--- src/rtl/mm_tile_controller_pkg.sv ---
// Shared types and constants for the tiled matmul controller.
// Holds state encodings, default sizes and a clog2 helper.
package mm_pkg;

    localparam int ADDR_WIDTH_DEF = 16;
    localparam int SA_SIZE_DEF    = 8;

    typedef enum logic [2:0] {
        S_IDLE,
        S_FEED,
        S_DRAIN,
        S_WRITE,
        S_DONE
    } state_e;

    function automatic int clog2(input int v);
        int r;
        r = 0;
        for (int i = 0; i < 31; i++) begin
            if ((1 << i) < v) r = i + 1;
        end
        return r;
    endfunction

endpackage

--- src/rtl/mm_tile_controller_if.sv ---
// Global-buffer access bus: A/B read ports and P write port.
// master = controller side, slave = buffer side.
interface mm_buf_if #(
    parameter int AW = 16
);
    logic          ena;
    logic [AW-1:0] addra;
    logic          enb;
    logic [AW-1:0] addrb;
    logic          enp;
    logic          wep;
    logic [AW-1:0] addrp;

    modport master (
        output ena, addra, enb, addrb, enp, wep, addrp
    );

    modport slave (
        input ena, addra, enb, addrb, enp, wep, addrp
    );
endinterface

--- src/rtl/mm_tile_controller_iter.sv ---
// Nested tile iterator: r outer, c inner, with running A/B/P offsets.
// Ports: clear_i restarts at (0,0); adv_i steps to the next tile.
module mm_tile_iter
    import mm_pkg::*;
#(
    parameter int AW = ADDR_WIDTH_DEF,
    parameter int SA_SIZE = SA_SIZE_DEF
) (
    input  logic          clk_i,
    input  logic          rst_i,
    input  logic          clear_i,
    input  logic          adv_i,
    input  logic [AW-1:0] rows_i,
    input  logic [AW-1:0] cols_i,
    input  logic [AW-1:0] k_i,
    output logic [AW-1:0] r_o,
    output logic [AW-1:0] c_o,
    output logic [AW-1:0] offa_o,
    output logic [AW-1:0] offb_o,
    output logic [AW-1:0] offp_o,
    output logic          last_o
);
    localparam logic [AW-1:0] ONE = AW'(1);
    localparam logic [AW-1:0] SA  = AW'(SA_SIZE);

    logic [AW-1:0] r_q, r_d, c_q, c_d;
    logic [AW-1:0] oa_q, oa_d, ob_q, ob_d, op_q, op_d;
    logic          c_wrap;

    assign c_wrap = (c_q + ONE) == cols_i;

    always_comb begin
        r_d  = r_q;
        c_d  = c_q;
        oa_d = oa_q;
        ob_d = ob_q;
        op_d = op_q;
        if (clear_i) begin
            r_d  = '0;
            c_d  = '0;
            oa_d = '0;
            ob_d = '0;
            op_d = '0;
        end else if (adv_i) begin
            op_d = op_q + SA;
            if (c_wrap) begin
                c_d  = '0;
                ob_d = '0;
                r_d  = r_q + ONE;
                oa_d = oa_q + k_i;
            end else begin
                c_d  = c_q + ONE;
                ob_d = ob_q + k_i;
            end
        end
    end

    always_ff @(posedge clk_i or posedge rst_i) begin
        if (rst_i) begin
            r_q  <= '0;
            c_q  <= '0;
            oa_q <= '0;
            ob_q <= '0;
            op_q <= '0;
        end else begin
            r_q  <= r_d;
            c_q  <= c_d;
            oa_q <= oa_d;
            ob_q <= ob_d;
            op_q <= op_d;
        end
    end

    assign r_o    = r_q;
    assign c_o    = c_q;
    assign offa_o = oa_q;
    assign offb_o = ob_q;
    assign offp_o = op_q;
    assign last_o = c_wrap && ((r_q + ONE) == rows_i);

endmodule

--- src/rtl/mm_tile_controller.sv ---
// Tiled C = A*B controller: FEED/DRAIN/WRITE per SA_SIZE^2 output tile.
// Ports: start/dims/bases in; valid/busy/batch/systolic ctl out; bufs_o bus.
module mm_tile_controller
    import mm_pkg::*;
#(
    parameter int ADDR_WIDTH = ADDR_WIDTH_DEF,
    parameter int SA_SIZE = SA_SIZE_DEF
) (
    input  logic                  clk_i,
    input  logic                  rst_i,
    input  logic                  start_i,
    output logic                  valid_o,
    output logic                  busy_o,
    input  logic [ADDR_WIDTH-1:0] m_i,
    input  logic [ADDR_WIDTH-1:0] k_i,
    input  logic [ADDR_WIDTH-1:0] n_i,
    input  logic [ADDR_WIDTH-1:0] base_addra_i,
    input  logic [ADDR_WIDTH-1:0] base_addrb_i,
    input  logic [ADDR_WIDTH-1:0] base_addrp_i,
    output logic                  batch_begin_o,
    output logic                  batch_end_o,
    output logic                  ensys_o,
    output logic                  bubble_o,
    mm_buf_if.master              bufs_o
);
    localparam int AW  = ADDR_WIDTH;
    localparam int LOG = clog2(SA_SIZE);
    localparam logic [AW-1:0] ONE   = AW'(1);
    localparam logic [AW-1:0] SA    = AW'(SA_SIZE);
    localparam logic [AW-1:0] DLAST = AW'(2 * SA_SIZE - 2);
    localparam logic [AW-1:0] WLAST = AW'(SA_SIZE - 1);

    state_e        state_q, state_d;
    logic [AW-1:0] ph_q, ph_d;
    logic [AW-1:0] m_q, m_d, k_q, k_d, n_q, n_d;
    logic [AW-1:0] ba_q, ba_d, bb_q, bb_d, bp_q, bp_d;

    logic [AW-1:0] rows, cols, kmax;
    logic [AW:0]   m_ext, n_ext;
    logic [AW-1:0] offa, offb, offp;
    logic [AW-1:0] r_unused, c_unused;
    logic          last_tile, it_clear, it_adv, zero_dim;

    // Ceiling divide in AW+1 bits so m near 2^AW cannot wrap.
    assign m_ext = {1'b0, m_q} + (AW+1)'(SA_SIZE - 1);
    assign n_ext = {1'b0, n_q} + (AW+1)'(SA_SIZE - 1);
    assign rows  = AW'(m_ext >> LOG);
    assign cols  = AW'(n_ext >> LOG);
    assign kmax  = (k_q < SA) ? SA : k_q;

    assign zero_dim = (m_i == '0) || (k_i == '0) || (n_i == '0);
    assign it_clear = (state_q == S_IDLE) && start_i;
    assign it_adv   = (state_q == S_WRITE) && (ph_q == WLAST) && !last_tile;

    mm_tile_iter #(
        .AW      (AW),
        .SA_SIZE (SA_SIZE)
    ) u_iter (
        .clk_i   (clk_i),
        .rst_i   (rst_i),
        .clear_i (it_clear),
        .adv_i   (it_adv),
        .rows_i  (rows),
        .cols_i  (cols),
        .k_i     (k_q),
        .r_o     (r_unused),
        .c_o     (c_unused),
        .offa_o  (offa),
        .offb_o  (offb),
        .offp_o  (offp),
        .last_o  (last_tile)
    );

    always_comb begin
        state_d = state_q;
        ph_d    = ph_q;
        m_d     = m_q;
        k_d     = k_q;
        n_d     = n_q;
        ba_d    = ba_q;
        bb_d    = bb_q;
        bp_d    = bp_q;
        unique case (state_q)
            S_IDLE: begin
                if (start_i) begin
                    ph_d = '0;
                    if (zero_dim) begin
                        state_d = S_DONE;
                    end else begin
                        state_d = S_FEED;
                        m_d  = m_i;
                        k_d  = k_i;
                        n_d  = n_i;
                        ba_d = base_addra_i;
                        bb_d = base_addrb_i;
                        bp_d = base_addrp_i;
                    end
                end
            end
            S_FEED: begin
                ph_d = ph_q + ONE;
                if (ph_q == kmax - ONE) begin
                    state_d = S_DRAIN;
                    ph_d    = '0;
                end
            end
            S_DRAIN: begin
                ph_d = ph_q + ONE;
                if (ph_q == DLAST) begin
                    state_d = S_WRITE;
                    ph_d    = '0;
                end
            end
            S_WRITE: begin
                ph_d = ph_q + ONE;
                if (ph_q == WLAST) begin
                    state_d = last_tile ? S_DONE : S_FEED;
                    ph_d    = '0;
                end
            end
            S_DONE: begin
                if (!start_i) state_d = S_IDLE;
            end
            default: state_d = S_IDLE;
        endcase
    end

    always_ff @(posedge clk_i or posedge rst_i) begin
        if (rst_i) begin
            state_q <= S_IDLE;
            ph_q    <= '0;
            m_q     <= '0;
            k_q     <= '0;
            n_q     <= '0;
            ba_q    <= '0;
            bb_q    <= '0;
            bp_q    <= '0;
        end else begin
            state_q <= state_d;
            ph_q    <= ph_d;
            m_q     <= m_d;
            k_q     <= k_d;
            n_q     <= n_d;
            ba_q    <= ba_d;
            bb_q    <= bb_d;
            bp_q    <= bp_d;
        end
    end

    // Outputs decode registered state only; addresses are zero when idle.
    always_comb begin
        valid_o       = 1'b0;
        busy_o        = 1'b0;
        batch_begin_o = 1'b0;
        batch_end_o   = 1'b0;
        ensys_o       = 1'b0;
        bubble_o      = 1'b0;
        bufs_o.ena    = 1'b0;
        bufs_o.addra  = '0;
        bufs_o.enb    = 1'b0;
        bufs_o.addrb  = '0;
        bufs_o.enp    = 1'b0;
        bufs_o.wep    = 1'b0;
        bufs_o.addrp  = '0;
        unique case (state_q)
            S_FEED: begin
                busy_o        = 1'b1;
                ensys_o       = 1'b1;
                batch_begin_o = (ph_q == '0);
                if (ph_q < k_q) begin
                    bufs_o.ena   = 1'b1;
                    bufs_o.enb   = 1'b1;
                    bufs_o.addra = ba_q + offa + ph_q;
                    bufs_o.addrb = bb_q + offb + ph_q;
                end else begin
                    bubble_o = 1'b1;
                end
            end
            S_DRAIN: begin
                busy_o   = 1'b1;
                ensys_o  = 1'b1;
                bubble_o = 1'b1;
            end
            S_WRITE: begin
                busy_o       = 1'b1;
                bufs_o.enp   = 1'b1;
                bufs_o.wep   = 1'b1;
                bufs_o.addrp = bp_q + offp + ph_q;
                batch_end_o  = (ph_q == WLAST);
            end
            S_DONE:  valid_o = 1'b1;
            default: ;
        endcase
    end

endmodule

--- src/flat_wrapper.sv ---
// flat-port wrapper written by rule: the top's interface ports become plain ports
module mm_tile_controller_flat import mm_pkg::*;
#(
    parameter int ADDR_WIDTH = ADDR_WIDTH_DEF,
    parameter int SA_SIZE = SA_SIZE_DEF
)
  (clk_i, rst_i, start_i, valid_o, busy_o, m_i, k_i, n_i, base_addra_i, base_addrb_i, base_addrp_i, batch_begin_o, batch_end_o, ensys_o, bubble_o, bufs_o_ena, bufs_o_addra, bufs_o_enb, bufs_o_addrb, bufs_o_enp, bufs_o_wep, bufs_o_addrp);
  mm_buf_if #(.AW(16)) bufs_o_i ();
  input  logic clk_i;
  input  logic rst_i;
  input  logic start_i;
  output logic valid_o;
  output logic busy_o;
  input  logic [ADDR_WIDTH-1:0] m_i;
  input  logic [ADDR_WIDTH-1:0] k_i;
  input  logic [ADDR_WIDTH-1:0] n_i;
  input  logic [ADDR_WIDTH-1:0] base_addra_i;
  input  logic [ADDR_WIDTH-1:0] base_addrb_i;
  input  logic [ADDR_WIDTH-1:0] base_addrp_i;
  output logic batch_begin_o;
  output logic batch_end_o;
  output logic ensys_o;
  output logic bubble_o;
  output wire logic [$bits(bufs_o_i.ena)-1:0] bufs_o_ena;
  output wire logic [$bits(bufs_o_i.addra)-1:0] bufs_o_addra;
  output wire logic [$bits(bufs_o_i.enb)-1:0] bufs_o_enb;
  output wire logic [$bits(bufs_o_i.addrb)-1:0] bufs_o_addrb;
  output wire logic [$bits(bufs_o_i.enp)-1:0] bufs_o_enp;
  output wire logic [$bits(bufs_o_i.wep)-1:0] bufs_o_wep;
  output wire logic [$bits(bufs_o_i.addrp)-1:0] bufs_o_addrp;
  assign bufs_o_ena = bufs_o_i.ena;
  assign bufs_o_addra = bufs_o_i.addra;
  assign bufs_o_enb = bufs_o_i.enb;
  assign bufs_o_addrb = bufs_o_i.addrb;
  assign bufs_o_enp = bufs_o_i.enp;
  assign bufs_o_wep = bufs_o_i.wep;
  assign bufs_o_addrp = bufs_o_i.addrp;
  mm_tile_controller #(.ADDR_WIDTH(ADDR_WIDTH), .SA_SIZE(SA_SIZE)) u_core (.clk_i(clk_i), .rst_i(rst_i), .start_i(start_i), .valid_o(valid_o), .busy_o(busy_o), .m_i(m_i), .k_i(k_i), .n_i(n_i), .base_addra_i(base_addra_i), .base_addrb_i(base_addrb_i), .base_addrp_i(base_addrp_i), .batch_begin_o(batch_begin_o), .batch_end_o(batch_end_o), .ensys_o(ensys_o), .bubble_o(bubble_o), .bufs_o(bufs_o_i));
endmodule
--- config.mk ---
export PLATFORM = sky130hd
export DESIGN_NAME = mm_tile_controller_flat
export DESIGN_NICKNAME = d
export VERILOG_FILES = /design/src/rtl/mm_tile_controller_pkg.sv /design/src/rtl/mm_tile_controller_if.sv /design/src/rtl/mm_tile_controller_iter.sv /design/src/rtl/mm_tile_controller.sv /design/src/flat_wrapper.sv
export SDC_FILE = /design/constraint.sdc
export NUM_CORES = 1
export LEC_CHECK = 0
export ABC_AREA = 0
export ABC_CLOCK_PERIOD_IN_PS = 7950
export CORE_MARGIN = 4
export CORE_UTILIZATION = 25
export CTS_BUF_LIST = sky130_fd_sc_hd__clkbuf_8
export CTS_CLUSTER_DIAMETER = 50
export DETAILED_ROUTE_END_ITERATION = 12
export PLACE_DENSITY = 0.42
export SETUP_SLACK_MARGIN = 0.1
export SLEW_MARGIN = 20
export SYNTH_ARGS = -nofsm -noshare
export SYNTH_HDL_FRONTEND = slang
export SYNTH_SLANG_ARGS = --single-unit
--- constraint.sdc ---
create_clock -name clk_i -period 7.95 [get_ports clk_i]
set_input_delay 1.59 -clock clk_i [delete_from_list [all_inputs] [get_ports clk_i]]
set_output_delay 1.59 -clock clk_i [all_outputs]
set_load 0.005 [all_outputs]
==> results.txt, run 1 <==
Status - completed
Seq/Total Area, Yosys - 0.318
CP dominant cell by count - a21oi_1
Worst Hold Launch - u_core.ba_q[15]$_DFFE_PP0P_
Count leader, synth - dfrtp_1
Setup TNS - 0 ns
Synth area leader - dfrtp_1
TritonCTS clock tree - done
Drt total wl - 48,000 um
First-pass GRT wire length - 75,300 um
Number of remaining DRC errors - 0
Register clock-pin slew on the reported worst setup and hold paths - 0.11 ns
Largest net degree at the start of global routing - 90
I/O Buffers - 156
CP bufs+invs - 1
Synth Register Bits - 192
Post-Layout Cell Count - 2,494
R2r endpoint - u_core.ph_q[6]$_DFFE_PP0P_
Net Count, Synth - 1,835
Yosys Warn Count - 0
Final Cycle Share - 0.812
Clock sinks - 192
Clock power share - 0.396
CP max FO - 9
Overall Power - 1.75 mW
Worst r2r path cells - 14
Crit-path slowest cell - dfrtp_1
Remaining antenna violation count after routing - 0
Layout Nets - 1,951
Pwr per Cell Area - 98.3 mW/mm2
RSZ-0062 raised after global routing - false
Final Setup Violations - 0
Critical path type - flip-flop to primary output
CP Capture Type - primary output
Core area - 0.0595 mm2
Initial antenna violation count - 2
Pleak - 7.79 nW
Die X - 254 um
Critical path launch point type - flip-flop
Comb power frac - 0.047
R2r startpoint - u_core.k_q[4]$_DFFE_PP0P_
Max-cap viol count - 0
Internal Power - 1.30 mW
H-tree levels - 4
Most frequent cells after synthesis - 192 x dfrtp_1, 126 x nor2_1, 107 x nand2_1, 98 x mux2_2, 97 x ha_1
GPL Wtd Cong - 0.848
Reg area - 0.00480 mm2
Crit-path cells - fa_1 > ha_1 > fa_1 > a21o_1 > a21oi_1 > o21ai_0 > a21oi_1 > o21bai_1 > a211oi_1 > o21bai_1 > a21oi_1 > xor2_1 > nor2_1 > clkdlybuf4s50_1
Post-synth EDFFs - 0
Worst-Margin Slew - 1.10 ns
Kind of cell adding the most delay to the critical path - compound AO/OA/AOI/OAI gates
Prevailing post-synth register cell - dfrtp_1
Cells on Worst Hold Path - 1
Starting density of the core - 0.254
Per-cell routed wire length - 19.2 um
Post-synth top area share - 0.318
Hold-fix buffers, CTS - 0
Hold/Removal Path Class - flip-flop to flip-flop
Synth Cell Area - 0.0151 mm2
Peak supply drop - 129 uV
Share of post-route cells with drive strength above 1 - 0.110
Max-slew violation count - 0
Via density - 4.96
Die height - 254 um
Vias in the first global route - 12,700
Pre-antenna DRT Iters - 5
Global Route Usage Sum - 0.152
Drt initial violations - 702
Max clock buf depth - 2
Placed insts - 2,462
Clock skew - 0.0251 ns
Hold slack - 0.538 ns
Switching part of the total - 0.257
Worst skew pair latency - 0.56 ns
Synthesized area per cell - 9.50 um2
Footprint of the multi-input gates - 0.00974 mm2
DP HPWL - 36,600 um
Io pins - 157
Root Buffer - clkbuf_8
Layout area overhead - 17.8%
Fillcell total - 6,297
Number of distinct library cells after synthesis - 85
Post-CTS setup buffer count - 0
Ys async rst share - 1.00
CTS resizes - 0
Die area - 0.0645 mm2
Via count - 12,400
Instance count of the mapped netlist - 1,592
Worst path max stage delay - 0.67 ns
Min Tclk post-route - 6.45 ns
CTS Buf Count - 17
NetSw - 0.449 mW
Worst Hold Endpoint - u_core.ba_q[15]$_DFFE_PP0P_
Gr ovfl total - 0
Std cell rows - 89
Synth top area cells - dfrtp_1 32%, ha_1 8.0%, mux2_2 7.3%
Seq pwr share - 0.557
Ant diodes - 0
Worst relative slew slack - 0.264
Fmax - 155 MHz
Final hold vios - 0
Arrival time worst endpoint - 4.86 ns
Reg2Reg Setup Slack - 2.78 ns
Critical Path RT - 6.36 ns
per-stage QoR:
stage / area [um2] / setup slack, ns / util
after detailed placement: 17400 / 2.09 / 0.293
after CTS: 17800 / 1.41 / 0.300
after floorplan: 15100 / 1.13 / -
after global placement: 17400 / 2.13 / 0.293
final: 17800 / 1.50 / 0.300
after global routing: 17800 / 1.13 / 0.300
logic make-up after synthesis:
logic type | after synthesis | synth area share
adder cells (fa/ha/maj) | 144 | 0.142
XOR/XNOR | 145 | 0.0876
buffers and inverters | 137 | 0.0398
flip-flops | 192 | 0.318
AO/OA/AOI/OAI | 321 | 0.140
AND/OR/NAND/NOR | 541 | 0.190
multiplexers | 112 | 0.0823
placed cells by master (no fill, tap or decap), drive strengths merged, types with 7 or more instances in the layout:
cell           count
dfrtp            192
clkdlybuf4s50    156
nor2             127
nand2            107
mux2              98
ha                97
xnor2             90
a21oi             87
inv               67
o21ai             65
nand3             57
xor2              51
fa                47
nor3              43
nor4              36
nand4             33
and3              31
a21o              23
or3               21
o211ai            19
a31oi             19
and2              17
clkbuf            17
mux2i             14
buf               14
o31ai             13
a211oi            12
or4               12
nand2b            10
or2               10
nor2b              9
o21bai             9
o21a               8
a22o               8
clkinv             8
nor3b              7
o22ai              7
power by group through the flow:
stage / Clock [mW] / Sequential [mW] / Combinational, mW
finish: 0.694 / 0.976 / 0.0821
global route: 0.766 / 0.976 / 0.0907
CTS: 0.736 / 0.976 / 0.0860
detailed placement: 0 / 0.995 / 0.0857
floorplan: 0 / 0.995 / 0.0161
global placement: 0 / 0.995 / 0.0856
metal layers:
layer / up-vias / GRT usage / routed length, um
li1: 6007 / - / -
met1: 6067 / 0.207 / 23100
met2: 260 / 0.252 / 22300
met3: 33 / 0.0245 / 1870
met4: 0 / 0.0392 / 666
met5: - / 0 / 0
worst max path at each step:
stage,startpoint,to,slack (ns),cells after the start
6_report,u_core.ph_q[1]$_DFFE_PP0P_,bufs_o_addra[13],1.50,14
5_1_grt,u_core.ph_q[1]$_DFFE_PP0P_,bufs_o_addrb[15],1.13,13
4_1_cts,u_core.ph_q[1]$_DFFE_PP0P_,bufs_o_addrb[15],1.41,13
3_5_place_dp,u_core.ph_q[1]$_DFFE_PP0P_,bufs_o_addrb[15],2.09,13
3_3_place_gp,u_core.ph_q[2]$_DFFE_PP0P_,bufs_o_addrb[15],2.13,12
2_1_floorplan,rst_i,u_core.ba_q[0]$_DFFE_PP0P_,1.13,1
area by class of cell:
class | instances | area share
clock inverters | 15 | 0.00899
repair buffers | 170 | 0.0935
clock buffers | 17 | 0.0131
inverters | 64 | 0.0139
flip-flops and latches | 192 | 0.270
multi-input cells | 1263 | 0.547
well taps | 773 | 0.0543
worst reg2reg max path, stage by stage, from the launching register on:
cell and delay (ns):
dfrtp_1 0.58, or4_1 0.71, or4_1 0.71, nand2_1 0.13, ha_1 0.24, or3b_2 0.52, nor3_1 0.43, and4_1 0.30
o211ai_1 0.09, nor4_1 0.35, nand4_1 0.20, a21boi_2 0.20, buf_4 0.25, a41oi_1 0.24, a31oi_1 0.06
sequential cells by signal (all words and copies together), names as in the netlist:
| name | cells |
|---|---|
| u_core.u_iter.offp_o | 13 |
| u_core.u_iter.offa_o | 16 |
| u_core.u_iter.r_o | 16 |
| u_core.m_q | 16 |
| u_core.ba_q | 16 |
| u_core.bp_q | 16 |
| u_core.u_iter.offb_o | 16 |
| u_core.k_q | 16 |
| u_core.u_iter.c_o | 16 |
| u_core.bb_q | 16 |
| u_core.n_q | 16 |
| u_core.ph_q | 16 |
| u_core.state_q | 3 |
No activity file was read; power rests on OpenSTA's default activity.
==> run 2, diff against run 1 <==
ABC_CLOCK_PERIOD_IN_PS = 5400   (was 7950)
PLACE_DENSITY = 0.43   (was 0.42)
clock period = 5.4 ns   (was 7.95 ns; I/O delays follow)
==> run 2 against run 1 <==
Global-route usage increased by 0.36 points. Critical path type unchanged. Critical endpoint is now bufs_o_addra[15]. Highest routed layer is now met5. Worst setup slack got worse by 1.3 ns. Sequential power grew 48%. Clock skew is 0.0068 ns lower. Die area unchanged. Largest power group unchanged.
==> results.txt, run 2 (same netlist as run 1, synthesis figures left out) <==
Crit-path slowest cell - fa_1
Die area - 0.0645 mm2 (unchanged)
Post-Layout Cell Count - 2,533 (+1.6%)
TritonCTS clock tree - done
Per-cell routed wire length - 19.5 um (+1.4%)
Largest net degree at the start of global routing - 133 (+48%)
GPL Wtd Cong - 0.834 (-1.7%)
Initial antenna violation count - 2 (unchanged)
Share of post-route cells with drive strength above 1 - 0.147 (+0.0362)
Final Worst Setup Slack - 0.209 ns (-1.29 ns)
CP dominant cell by count - a21oi_2
Pre-CTS WS - 0.270 ns (-1.82 ns)
Commonest cells after routing, fill and taps aside - 188 x dfrtp_1, 153 x clkdlybuf4s50_1, 125 x nor2_1
Via count - 12,500 (+1.3%)
Min Tclk post-route - 5.19 ns
Critical path launch point type - flip-flop
Pwr per Cell Area - 141 mW/mm2 (+44%)
Final Cycle Share - 0.961
I/O Buffers - 156 (unchanged)
Placed insts - 2,484 (+0.89%)
Clock power share - 0.395 (about the same)
Drt total wl - 49,400 um (+3.0%)
Critical path type - flip-flop to primary output
Die height - 254 um (unchanged)
Via density - 4.95 (-0.25%)
Hold/Removal Path Class - flip-flop to flip-flop
Core area - 0.0595 mm2 (unchanged)
Drt initial violations - 699 (-0.43%)
Layout Nets - 1,990 (+2.0%)
Starting density of the core - 0.254 (unchanged)
CP bufs+invs - 1 (unchanged)
Worst path max stage delay - 0.49 ns (-0.18 ns)
Final hold vios - 0 (unchanged)
Number of remaining DRC errors - 0 (unchanged)
Worst-Margin Slew - 1.01 ns (-0.0912 ns)
Layout area overhead - 20.8%
Register clock-pin slew on the reported worst setup and hold paths - 0.11 ns (about the same)
DP HPWL - 37,500 um (+2.4%)
Std cell rows - 89 (unchanged)
Internal Power - 1.90 mW (+46%)
Io pins - 157 (unchanged)
Ant diodes - 0 (unchanged)
Global Route Usage Sum - 0.155 (+0.00357)
Seq pwr share - 0.558 (about the same)
Peak supply drop - 196 uV (+52%)
Vias in the first global route - 12,600 (-1.3%)
Kind of cell adding the most delay to the critical path - compound AO/OA/AOI/OAI gates
Clock sinks - 192 (unchanged)
CP Capture Type - primary output
Max-slew violation count - 0 (unchanged)
Comb power frac - 0.047 (about the same)
Final Setup Violations - 0 (unchanged)
Switching part of the total - 0.263 (+0.00628)
Hold-fix buffers, CTS - 0 (unchanged)
Gr ovfl total - 0 (unchanged)
CTS Buf Count - 17 (unchanged)
Status - completed
H-tree levels - 4 (unchanged)
Leading cell type in the layout, fill and taps excluded - dfrtp_1
Footprint of the multi-input gates - 0.00985 mm2 (+1.2%)
Max clock buf depth - 2 (unchanged)
Remaining antenna violation count after routing - 0 (unchanged)
Pleak - 8.04 nW (+3.1%)
NetSw - 0.677 mW (+51%)
Die X - 254 um (unchanged)
Clock skew - 0.0184 ns (-0.00678 ns)
CP max FO - 3 (-6)
Max-cap viol count - 0 (unchanged)
Fmax - 193 MHz
Fillcell total - 6,324 (+0.43%)
Crit-path cells - fa_1 > ha_4 > fa_2 > a21o_1 > a21oi_2 > o21ai_1 > a21oi_2 > o21bai_2 > a211oi_2 > o21bai_1 > a21oi_2 > a211oi_1 > o21a_1 > clkdlybuf4s50_1
Setup TNS - 0 ns (unchanged)
Worst skew pair latency - 0.58 ns (+0.02 ns)
RSZ-0062 raised after global routing - true
First-pass GRT wire length - 76,000 um (+1.0%)
Arrival time worst endpoint - 4.11 ns (-0.75 ns)
Root Buffer - clkbuf_8
Critical Path RT - 4.32 ns (-2.04 ns)
Reg area - 0.00481 mm2 (+0.10%)
Pre-antenna DRT Iters - 5 (unchanged)
Worst relative slew slack - 0.318 (+0.0536)
run 2: cell type report:
type,count,area share
clock buffer,19,0.0143
clock inverter,13,0.00699
inverter,64,0.0134
multi-input combinational,1263,0.540
sequential,192,0.263
tap,773,0.0530
timing repair buffer,209,0.109
run 2: power by group through the flow:
stage / clock network [mW] / registers [mW] / logic [mW]
2_1_floorplan: 0 / 1.47 / 0.0240
5_1_grt: 1.12 / 1.44 / 0.135
6_report: 1.02 / 1.44 / 0.122
3_5_place_dp: 0 / 1.46 / 0.127
4_1_cts: 1.08 / 1.44 / 0.127
3_3_place_gp: 0 / 1.46 / 0.127
run 2: worst paths after layout:
kind / end / from / cells past startpoint / slack [ns]
worst max-delay path: bufs_o_addra[15] / u_core.ph_q[1]$_DFFE_PP0P_ / 14 / 0.21
max in group asynchronous: u_core.u_iter.offb_o[1]$_DFFE_PP0P_ / rst_i / 3 / 3.69
worst max register to register: u_core.ph_q[6]$_DFFE_PP0P_ / u_core.k_q[4]$_DFFE_PP0P_ / 13 / 0.72
worst min register to register: u_core.bp_q[15]$_DFFE_PP0P_ / u_core.bp_q[15]$_DFFE_PP0P_ / 1 / 0.54
min in group asynchronous: u_core.bb_q[14]$_DFFE_PP0P_ / rst_i / 3 / 1.07
worst min-delay path: u_core.bp_q[15]$_DFFE_PP0P_ / u_core.bp_q[15]$_DFFE_PP0P_ / 1 / 0.54
run 2: what timing repair did:
action / CTS / global route
setup buffers: 11 / 6
resized for setup: 25 / 15
pin swaps: 14 / 14
endpoints found under the setup margin: 13 / 10
run 2: through the flow:
| step | hold slack (ns) | utilization | cell area [um2] | total power [mW] |
|---|---|---|---|---|
| after floorplan | 0.486 | - | 15100 | 1.49 |
| after global placement | 0.511 | 0.296 | 17600 | 1.59 |
| after detailed placement | 0.514 | 0.296 | 17600 | 1.59 |
| after CTS | 0.543 | 0.305 | 18200 | 2.64 |
| after global routing | 0.570 | 0.307 | 18300 | 2.69 |
| final | 0.540 | 0.307 | 18300 | 2.58 |
run 2: layer usage:
metal	GRT usage	wire length (um)
met1	0.202	22600
met2	0.258	23400
met3	0.0344	2310
met4	0.0516	1110
met5	0	13
run 2: worst register-to-register path, cell delays in order (launching register included):
cell and delay (ns):
dfrtp_1 0.39, or4_1 0.67, or4_1 0.61, nand2_1 0.10, ha_1 0.23, or3b_2 0.53
nor3_1 0.39, and4_1 0.28, o211ai_1 0.08, nor4_1 0.41, nand4_1 0.21, a21boi_4 0.28
a41oi_1 0.31, a31oi_1 0.07
